## src/rtl/munoc_prog_routing_table.sv

```systemverilog
// -----------------------------------------------------------------------------
// munoc_prog_routing_table
//
// Run-time programmable routing table for a muNoC router. One routing vector
// (one-hot output port) is kept per target node in flops and can be rewritten
// at any time through a single-cycle config write port. Lookups go through a
// one-stage registered valid/ready pipeline: an accepted lookup shows up on
// the response outputs on the next cycle. Misses (invalid entry or node out
// of range) fall back to the DEFAULT_OUTPUT port, or to an all-zero (drop)
// vector when DEFAULT_OUTPUT is not a real port.
//
// Ports:
//   clk, rst          clock, asynchronous active-high reset
//   lkp_valid/ready   lookup request handshake, lkp_node = target node
//   rsp_valid/ready   response handshake
//   rsp_routing_info  one-hot output port (zero on drop)
//   rsp_miss          lookup missed (invalid entry / node out of range)
//   rsp_router_id     constant ROUTER_ID
//   cfg_wr_en         config write strobe; cfg_wr_clr invalidates the entry
//   cfg_wr_node/info  entry index and routing vector to write
//   cfg_wr_err        one-cycle pulse after a rejected write
//   cfg_cnt_clr       synchronous clear of miss_count
//   miss_count        saturating count of missed lookups
//   parity_err        (parity build only) sticky entry parity error
//
// Optional feature macro: MUNOC_ROUTING_TABLE_PARITY_EN
//   When defined, every entry carries an even-parity bit over {valid, vector}.
//   A lookup whose stored entry fails the parity check is forced to a miss
//   and sets the sticky parity_err output, cleared only by reset.
// -----------------------------------------------------------------------------

`ifndef NOT_SELECTED
`define NOT_SELECTED 0
`endif

module munoc_prog_routing_table #(
  parameter int NETWORK_TYPE   = `NOT_SELECTED,
  parameter int ROUTER_ID      = -1,
  parameter int BW_NODE_ID     = 4,
  parameter int NUM_NODE       = 16,
  parameter int NUM_OUTPUT     = 5,
  parameter int DEFAULT_OUTPUT = 0,
  parameter int BW_MISS_CNT    = 16
) (
  input  logic                   clk,
  input  logic                   rst,
  input  logic                   lkp_valid,
  output logic                   lkp_ready,
  input  logic [BW_NODE_ID-1:0]  lkp_node,
  output logic                   rsp_valid,
  input  logic                   rsp_ready,
  output logic [NUM_OUTPUT-1:0]  rsp_routing_info,
  output logic                   rsp_miss,
  output logic [31:0]            rsp_router_id,
  input  logic                   cfg_wr_en,
  input  logic                   cfg_wr_clr,
  input  logic [BW_NODE_ID-1:0]  cfg_wr_node,
  input  logic [NUM_OUTPUT-1:0]  cfg_wr_info,
  output logic                   cfg_wr_err,
  input  logic                   cfg_cnt_clr,
  output logic [BW_MISS_CNT-1:0] miss_count
`ifdef MUNOC_ROUTING_TABLE_PARITY_EN
  ,
  output logic                   parity_err
`endif
);

  // Storage is sized to the full node-id space so every index is in bounds;
  // entries at or above NUM_NODE are never written and stay at reset value.
  localparam int DEPTH = 1 << BW_NODE_ID;
  localparam logic [BW_NODE_ID:0] NODE_LIMIT = (BW_NODE_ID + 1)'(NUM_NODE);
  localparam logic [NUM_OUTPUT-1:0] DEFAULT_VEC =
    ((DEFAULT_OUTPUT >= 0) && (DEFAULT_OUTPUT < NUM_OUTPUT)) ?
    (NUM_OUTPUT'(1) << DEFAULT_OUTPUT) : '0;
  localparam logic [BW_MISS_CNT-1:0] CNT_MAX = '1;

  // Elaboration-time sanity check of the configuration.
  generate
    if ((NUM_NODE < 1) || (NUM_NODE > (1 << BW_NODE_ID)) || (NETWORK_TYPE < 0)) begin : g_bad_cfg
      $error("munoc_prog_routing_table: illegal NUM_NODE/BW_NODE_ID/NETWORK_TYPE");
    end
  endgenerate

  function automatic logic node_in_range(input logic [BW_NODE_ID-1:0] node);
    return ({1'b0, node} < NODE_LIMIT);
  endfunction

  function automatic logic is_onehot(input logic [NUM_OUTPUT-1:0] vec);
    return (vec != '0) && ((vec & (vec - NUM_OUTPUT'(1))) == '0);
  endfunction

`ifdef MUNOC_ROUTING_TABLE_PARITY_EN
  // Even parity: the stored bit makes the XOR of {valid, vector, parity} zero.
  function automatic logic even_parity(input logic valid, input logic [NUM_OUTPUT-1:0] vec);
    return ^{valid, vec};
  endfunction
`endif

  logic                  valid_r [DEPTH];
  logic [NUM_OUTPUT-1:0] info_r  [DEPTH];
`ifdef MUNOC_ROUTING_TABLE_PARITY_EN
  logic                  par_r   [DEPTH];
`endif

  logic                  wr_ok_s;
  logic                  lkp_accept_s;
  logic                  lkp_in_range_s;
  logic                  bypass_s;
  logic                  lkp_hit_s;
  logic [NUM_OUTPUT-1:0] lkp_vec_s;
  logic                  par_bad_s;
  logic                  res_miss_s;
  logic [NUM_OUTPUT-1:0] res_info_s;

  assign rsp_router_id  = 32'(ROUTER_ID);
  assign lkp_ready      = !rsp_valid || rsp_ready;
  assign lkp_accept_s   = lkp_valid && lkp_ready;
  assign lkp_in_range_s = node_in_range(lkp_node);
  assign wr_ok_s        = cfg_wr_en && node_in_range(cfg_wr_node) &&
                          (cfg_wr_clr || is_onehot(cfg_wr_info));
  // A same-cycle write to the looked-up node is forwarded (write-first).
  assign bypass_s       = wr_ok_s && (cfg_wr_node == lkp_node);

  // Table storage: accepted writes update or invalidate one entry.
  always_ff @(posedge clk or posedge rst) begin
    if (rst) begin
      for (int i = 0; i < DEPTH; i++) begin
        valid_r[i] <= 1'b0;
        info_r[i]  <= '0;
`ifdef MUNOC_ROUTING_TABLE_PARITY_EN
        par_r[i]   <= 1'b0;
`endif
      end
    end else if (wr_ok_s) begin
      valid_r[cfg_wr_node] <= !cfg_wr_clr;
      info_r[cfg_wr_node]  <= cfg_wr_clr ? '0 : cfg_wr_info;
`ifdef MUNOC_ROUTING_TABLE_PARITY_EN
      par_r[cfg_wr_node]   <= cfg_wr_clr ? 1'b0 : even_parity(1'b1, cfg_wr_info);
`endif
    end
  end

  // Lookup result: forwarded write, stored entry, or default route on miss.
  always_comb begin
    lkp_hit_s = 1'b0;
    lkp_vec_s = '0;
    par_bad_s = 1'b0;
    if (!lkp_in_range_s) begin
      lkp_hit_s = 1'b0;
      lkp_vec_s = '0;
    end else if (bypass_s) begin
      lkp_hit_s = !cfg_wr_clr;
      lkp_vec_s = cfg_wr_clr ? '0 : cfg_wr_info;
    end else begin
      lkp_hit_s = valid_r[lkp_node];
      lkp_vec_s = info_r[lkp_node];
`ifdef MUNOC_ROUTING_TABLE_PARITY_EN
      par_bad_s = ((^{valid_r[lkp_node], info_r[lkp_node]}) ^ par_r[lkp_node]) != 1'b0;
`endif
    end
    res_miss_s = !lkp_hit_s || par_bad_s;
    res_info_s = res_miss_s ? DEFAULT_VEC : lkp_vec_s;
  end

  // Response stage: load on accept, drop after handshake, otherwise hold.
  always_ff @(posedge clk or posedge rst) begin
    if (rst) begin
      rsp_valid        <= 1'b0;
      rsp_routing_info <= '0;
      rsp_miss         <= 1'b0;
    end else if (lkp_accept_s) begin
      rsp_valid        <= 1'b1;
      rsp_routing_info <= res_info_s;
      rsp_miss         <= res_miss_s;
    end else if (rsp_ready) begin
      rsp_valid        <= 1'b0;
    end else begin
      rsp_valid        <= rsp_valid;
    end
  end

  // Rejected-write pulse, one cycle after the offending strobe.
  always_ff @(posedge clk or posedge rst) begin
    if (rst) begin
      cfg_wr_err <= 1'b0;
    end else begin
      cfg_wr_err <= cfg_wr_en && !wr_ok_s;
    end
  end

  // Saturating miss counter; the clear wins over a same-cycle increment.
  always_ff @(posedge clk or posedge rst) begin
    if (rst) begin
      miss_count <= '0;
    end else if (cfg_cnt_clr) begin
      miss_count <= '0;
    end else if (lkp_accept_s && res_miss_s && (miss_count != CNT_MAX)) begin
      miss_count <= miss_count + BW_MISS_CNT'(1);
    end else begin
      miss_count <= miss_count;
    end
  end

`ifdef MUNOC_ROUTING_TABLE_PARITY_EN
  // Sticky parity error flag, cleared only by reset.
  always_ff @(posedge clk or posedge rst) begin
    if (rst) begin
      parity_err <= 1'b0;
    end else if (lkp_accept_s && par_bad_s) begin
      parity_err <= 1'b1;
    end else begin
      parity_err <= parity_err;
    end
  end
`endif

endmodule
```

## config.mk

```make
export PLATFORM = sky130hd
export DESIGN_NAME = munoc_prog_routing_table
export DESIGN_NICKNAME = d
export VERILOG_FILES = /design/src/rtl/munoc_prog_routing_table.sv
export SDC_FILE = /design/constraint.sdc
export NUM_CORES = 1
export LEC_CHECK = 0
export CAP_MARGIN = 10
export CORE_MARGIN = 3
export CORE_UTILIZATION = 55
export CTS_CLUSTER_SIZE = 16
export DETAILED_ROUTE_END_ITERATION = 8
export GPL_TIMING_DRIVEN = 0
export MAX_ROUTING_LAYER = met4
export PLACE_DENSITY = 0.79
export RECOVER_POWER = 25
export SLEW_MARGIN = 20
export SYNTH_ARGS = -nofsm -noshare
export SYNTH_HDL_FRONTEND = slang
export SYNTH_SLANG_ARGS = --single-unit
export TNS_END_PERCENT = 100
```

## constraint.sdc

```tcl
create_clock -name clk -period 4.74 [get_ports clk]
set_input_delay 0.948 -clock clk [delete_from_list [all_inputs] [get_ports clk]]
set_output_delay 0.948 -clock clk [all_outputs]
set_load 0.03 [all_outputs]
```

=== Word-level counts from Yosys, hierarchy flattened ===
Index checks and enable logic that the tools add are counted.

* ROM bits: 0
* Memory bits (writable): 0
* Latch bits: 0
* Memories kept: 0
* Flip-flop bits (word level): 120
* Logic and storage cells: 85
* Output and inout port bits: 57

* Div/mod/pow operators: 0
* Bitwise logic cells: 3
* Shift operators: 0
* Muxes and demuxes: 20
* Reduce and logical (&&, ||, !) cells: 18
* $lt $le $gt $ge: 3
* Equal/unequal tests: 2
* Multiply operators: 0
* Add/sub/neg operators: 2

{| class="wikitable"
|+ Operator list
! kind !! count
|-
| $bwmux W80 || 1
|-
| $mux W16 || 2
|-
| $mux W5 || 6
|-
| $bmux W5 S4 || 1
|-
| $demux W5 S4 || 1
|-
| $add A16 B1 Y16 const B || 1
|-
| $bwmux W16 || 1
|-
| $ne A16 B16 Y1 const B || 1
|-
| $ge A5 B5 Y1 const B || 2
|-
| $not A4 Y5 || 2
|-
| $logic_and A1 B1 Y1 || 8
|-
| $mux W1 || 6
|-
| $and A5 B5 Y5 || 1
|-
| $logic_not A5 Y1 || 1
|-
| $lt A5 B1 Y1 const B || 1
|-
| $reduce_bool A5 Y1 || 1
|-
| $sub A5 B1 Y5 const B || 1
|-
| $bmux W1 S4 || 1
|-
| $demux W1 S4 || 1
|-
| $eq A4 B4 Y1 || 1
|-
| $logic_not A1 Y1 || 4
|-
| $reduce_bool A2 Y1 || 2
|-
| $logic_or A1 B1 Y1 || 2
|}

=== Longest topological paths before layout ===
* Word-level depth: 13
* Mapped depth: 8
* Gate-level depth less buffers: 7

=== Worst setup path after synthesis ===
Ideal clock, no wire load.

* Kind: input-to-reg
* Start: input port cfg_wr_info[4]
* End: register info_r[55] (netlist bit)
* Slack: 1.813 ns
* Stages on the path: 8
* Data arrival time: 2.802 ns
* Setup time: 0.125 ns
* Path buffers: 2
* Cell sequence: nand2b_1 -> a2111oi_4 -> o31ai_1 -> buf_2 -> or3_1 -> buf_4 -> nor3_4 -> mux2_2

* Cells in the longest elaborated chain, start to end: 6

{| class="wikitable"
|+ Ends and longest elaborated chain
! item !! RTL line !! text
|-
| start: declaration || 58 || <nowiki>input logic [NUM_OUTPUT-1:0] cfg_wr_info,</nowiki>
|-
| $sub A5 B1 Y5 || 89 || <nowiki>return (vec != '0) && ((vec & (vec - NUM_OUTPUT'(1))) == '0);</nowiki>
|-
| $and A5 B5 Y5 || 89 ||
|-
| $logic_not A5 Y1 || 89 ||
|-
| $logic_and A1 B1 Y1 * || 89 ||
|-
| $logic_or A1 B1 Y1 * || 120 || <nowiki>(cfg_wr_clr || is_onehot(cfg_wr_info));</nowiki>
|-
| $logic_and A1 B1 Y1 * || 119 || <nowiki>assign wr_ok_s = cfg_wr_en && node_in_range(cfg_wr_node) &&</nowiki>
|-
| end signal: indexed assignment || 136 || <nowiki>info_r[cfg_wr_node] <= cfg_wr_clr ? '0 : cfg_wr_info;</nowiki>
|-
| end: declaration || 100 || <nowiki>logic [NUM_OUTPUT-1:0] info_r [DEPTH];</nowiki>
|}

Mark *: on every way between the ends. The rest lies on a longest branch, timed or not.
A chain may end at the register's enable or synchronous reset.

=== Final worst setup path ===
* Start: input port rsp_ready
* End: output port lkp_ready

* Cells in the longest elaborated chain, start to end: 1

{| class="wikitable"
|+ Ends and longest elaborated chain
! item !! RTL line !! text
|-
| start: declaration || 51 || <nowiki>input logic rsp_ready,</nowiki>
|-
| $logic_or A1 B1 Y1 || 116 || <nowiki>assign lkp_ready = !rsp_valid || rsp_ready;</nowiki>
|-
| end: declaration || 48 || <nowiki>output logic lkp_ready,</nowiki>
|}

No other way between the ends.

==> impl_metrics.py <==
metrics = {
    "status": {
        "outcome": "complete, but fails checks",
        "violations": "capacitance limit, slew limit",
    },
    "critical_path": {
        "crit_path_start_kind": "input port",
        "cp_top_family": "buffers and inverters",
        "crit_chain": "dlygate4sd3_1 -> nand2b_1 -> clkdlybuf4s50_1",
        "reg2reg_from": "miss_count[0]",
        "crit_type": "in2out",
        "arrival_ns": 2.33,
        "cpPeakStageDelay_ns": 0.69,
        "regToRegSetupSlack_ns": 2.18,
        "cp-end-kind": "primary output",
        "reg2reg_depth": 7,
        "critPathBufInv": 2,
        "crit_required_ns": 3.79,
        "slowest_stage": "clkdlybuf4s50_1",
        "timing.rr.end": "miss_count[14]",
        "cp_max_fo": 4,
    },
    "clock_network": {
        "cts_tree": "yes",
        "hold_buffers": 0,
        "cts_buffers": 17,
        "clk_pin_slew_worst_paths_ns": 0.06,
        "clock_latency_ns": 0.53,
        "post_cts_buffers": 0,
        "clock_sink_count": 120,
        "cts_htree_levels": 4,
        "cts_root_buf": "clkbuf_8",
        "cts-resized-gates": 0,
        "clockBufferDepth": 2,
    },
    "placed_design": {
        "gp_congestion": 0.8926,
        "hpwlAfterDp_um": 9634,
        "dp_slack_ns": 1.019,
        "io_buffers": 42,
    },
    "final_layout": {
        "nFillCells": 758,
        "drive_gt1_frac": 0.3283,
        "post-route-util": 0.6898,
        "syn_to_final_growth_pct": 21.94,
        "antenna-diode-count": 0,
        "nets": 602,
    },
    "global_route": {
        "overflow": 0,
        "grt_pass1_vias": 4387,
        "grt_start_max_net_pins": 65,
        "grt_usage": 0.2447,
        "antenna_found_initial": 0,
        "grt_pass1_wl_um": 23000,
    },
    "route": {
        "met3_length_um": 923,
        "top_layer_used": "met4",
        "wl_met1_um": 5740,
        "drtIter0Drc": 345,
        "antenna_left": 0,
        "first_pass_iters": 5,
        "num_vias": 4277,
        "wl_met2_um": 7141,
        "wire_per_inst_um": 19.38,
        "route.detailed.drc": 0,
        "wirelength_um": 14230,
        "via_per_inst": 5.827,
    },
    "synthesis": {
        "synth-edff-count": 0,
        "synth-seq-area-share": 0.4875,
        "synthTopCellsByArea": "dfrtp_1 49%, mux2_2 16%, mux4_2 9.1%, buf_4 4.0%, mux2i_1 2.6%",
        "ys.warnings.count": 0,
        "synth_cell_types": 44,
        "ys_ff_latch": 120,
        "avgSynthCellArea_um2": 12.62,
        "synth_top_cell_area_share": 0.4875,
        "synthArstFlopShare": 1.000,
        "synth_ff_type": "dfrtp_1",
        "synth_area_leader_cell": "dfrtp_1",
        "syn_inst": 488,
        "synth_area_mm2": 0.006160,
    },
    "sta": {
        "tightest_slew_ns": 2.635,
        "timing_hold_violations_final": 0,
        "setup_slack_ns": 1.467,
        "relSlewSlack": -0.7662,
        "fin_tns_setup_ns": 0,
        "post-route-period-util": 0.6905,
        "finClkSkew_ns": 0.005966,
        "fin_crit_ns": 3.273,
        "setup_viol": 0,
        "drv_slew": 57,
        "rsz0062_at_grt": "false",
        "fmax_mhz": 305.5,
    },
    "floorplanning": {
        "row_count": 38,
        "start_util": 0.5657,
        "ios": 77,
        "core_mm2": 0.01089,
        "die_area_mm2": 0.01250,
        "die_width_um": 111.8,
        "die_h_um": 111.8,
    },
    "job": {
        "maxCapViolCount": 1,
    },
    "hold_path": {
        "worstHoldPathCells": 2,
        "hold_path_class": "reg2reg",
        "hold_path_end": "rsp_routing_info[1]",
        "worstHoldStart": "rsp_routing_info[1]",
    },
    "power": {
        "power_density_mw_per_mm2": 404.7,
        "finalPower_mw": 3.039,
        "vdd_drop_max_v": 0.0002622,
        "leakage_nw": 3.442,
    },
}
## routing by layer
layer,vias to the layer above,track usage
met1,2117,0.2969
li1,1914,-
met3,43,0.05163
met5,-,-
met4,0,0.09813
met2,203,0.4021
## worst max-delay path by stage
stage | slack [ns] | end | depth (start not counted) | startpoint
after CTS | 1.52 | lkp_ready | 3 | rsp_ready
final | 1.47 | lkp_ready | 3 | rsp_ready
after floorplan | 0.61 | cfg_wr_err | 1 | rst
after global routing | 1.40 | lkp_ready | 3 | rsp_ready
after detailed placement | 1.02 | info_r[59] | 9 | cfg_wr_info[0]
after global placement | -0.88 | info_r[52] | 2 | rst
## registers in the layout, indices dropped and copies added, names as in the netlist
signal            cells
rsp_valid             1
miss_count           16
cfg_wr_err            1
rsp_miss              1
info_r               80
valid_r              16
rsp_routing_info      5
## power by group
part / internal (mW) / switching [mW] / leakage [nW] / total (mW)
Sequential: 1.16 / 0.0711 / 1.57 / 1.24
Combinational: 0.234 / 0.251 / 1.58 / 0.485
Clock: 0.834 / 0.484 / 0.287 / 1.32
Total: 2.23 / 0.806 / 3.44 / 3.04
## layout by cell type (no fill, tap or decap), types with 3 or more instances in the layout
master / netlist / routed
a21oi_1: 9 / 9
nand4_1: 3 / 3
clkdlybuf4s50_1: 0 / 40
mux4_2: 25 / 25
clkbuf_16: 0 / 16
clkbuf_1: 16 / 16
inv_1: 14 / 13
buf_2: 6 / 6
inv_6: 0 / 3
o31ai_1: 17 / 17
clkinvlp_4: 0 / 4
a22oi_1: 10 / 10
o21ai_0: 11 / 11
dfrtp_1: 120 / 120
mux2_2: 86 / 86
nor2b_1: 15 / 15
and3_1: 6 / 6
nand3_1: 10 / 10
mux2i_1: 16 / 16
clkbuf_8: 0 / 3
xnor2_1: 4 / 4
nand2_1: 20 / 20
bufinv_16: 0 / 3
buf_4: 33 / 33
conb_1: 1 / 32
nor3_1: 4 / 4
nor2_1: 15 / 15
nand2b_1: 8 / 8
or3_1: 5 / 5
or4_1: 6 / 6
## cell usage after synthesis, types with 3 or more instances
master,n
nor2_1,15
mux4_2,25
a21oi_1,9
buf_2,6
mux2i_1,16
o31ai_1,17
nor2b_1,15
nand3_1,10
or4_1,6
o21ai_0,11
or3_1,5
inv_1,14
and3_1,6
nor3_1,4
a22oi_1,10
nand2_1,20
xnor2_1,4
nand4_1,3
nand2b_1,8
buf_4,33
mux2_2,86
clkbuf_1,16
dfrtp_1,120
## worst min-delay path, cell delays in order (launching register included)
cell and delay [ns]:
dfrtp_1 0.35, nand2_1 0.05, o31ai_1 0.05
## cell type report
type / instances / area [um2] / area share
buffer: 57 / 345.3 / 0.04598
clock buffer: 19 / 441.7 / 0.05880
clock inverter: 13 / 168.9 / 0.02249
inverter: 14 / 53.80 / 0.007163
multi-input combinational: 328 / 2875 / 0.3828
sequential: 120 / 3003 / 0.3998
tap: 140 / 175.2 / 0.02332
timing repair buffer: 43 / 447.9 / 0.05964
## cell families after synthesis
logic type               after synthesis  synth area share
AO/OA/AOI/OAI                         56           0.06378
XOR/XNOR                               5          0.007109
adder cells (fa/ha/maj)                1          0.002031
buffers and inverters                 71           0.06460
flip-flops                           120            0.4875
multiplexers                         127            0.2746
other                                  1         0.0006088
AND/OR/NAND/NOR                      107           0.09974
## per-stage QoR
| stage | cell area [um2] | hold slack, ns | std cells |
|---|---|---|---|
| global route | 7511 | 0.5000 | 734 |
| finish | 7511 | 0.4845 | 734 |
| CTS | 7515 | 0.4830 | 734 |
| global placement | 6872 | 0.4640 | 701 |
| floorplan | 6276 | 0.4691 | 519 |
| detailed placement | 6904 | 0.4694 | 702 |
(Power assumes the default switching activity.)
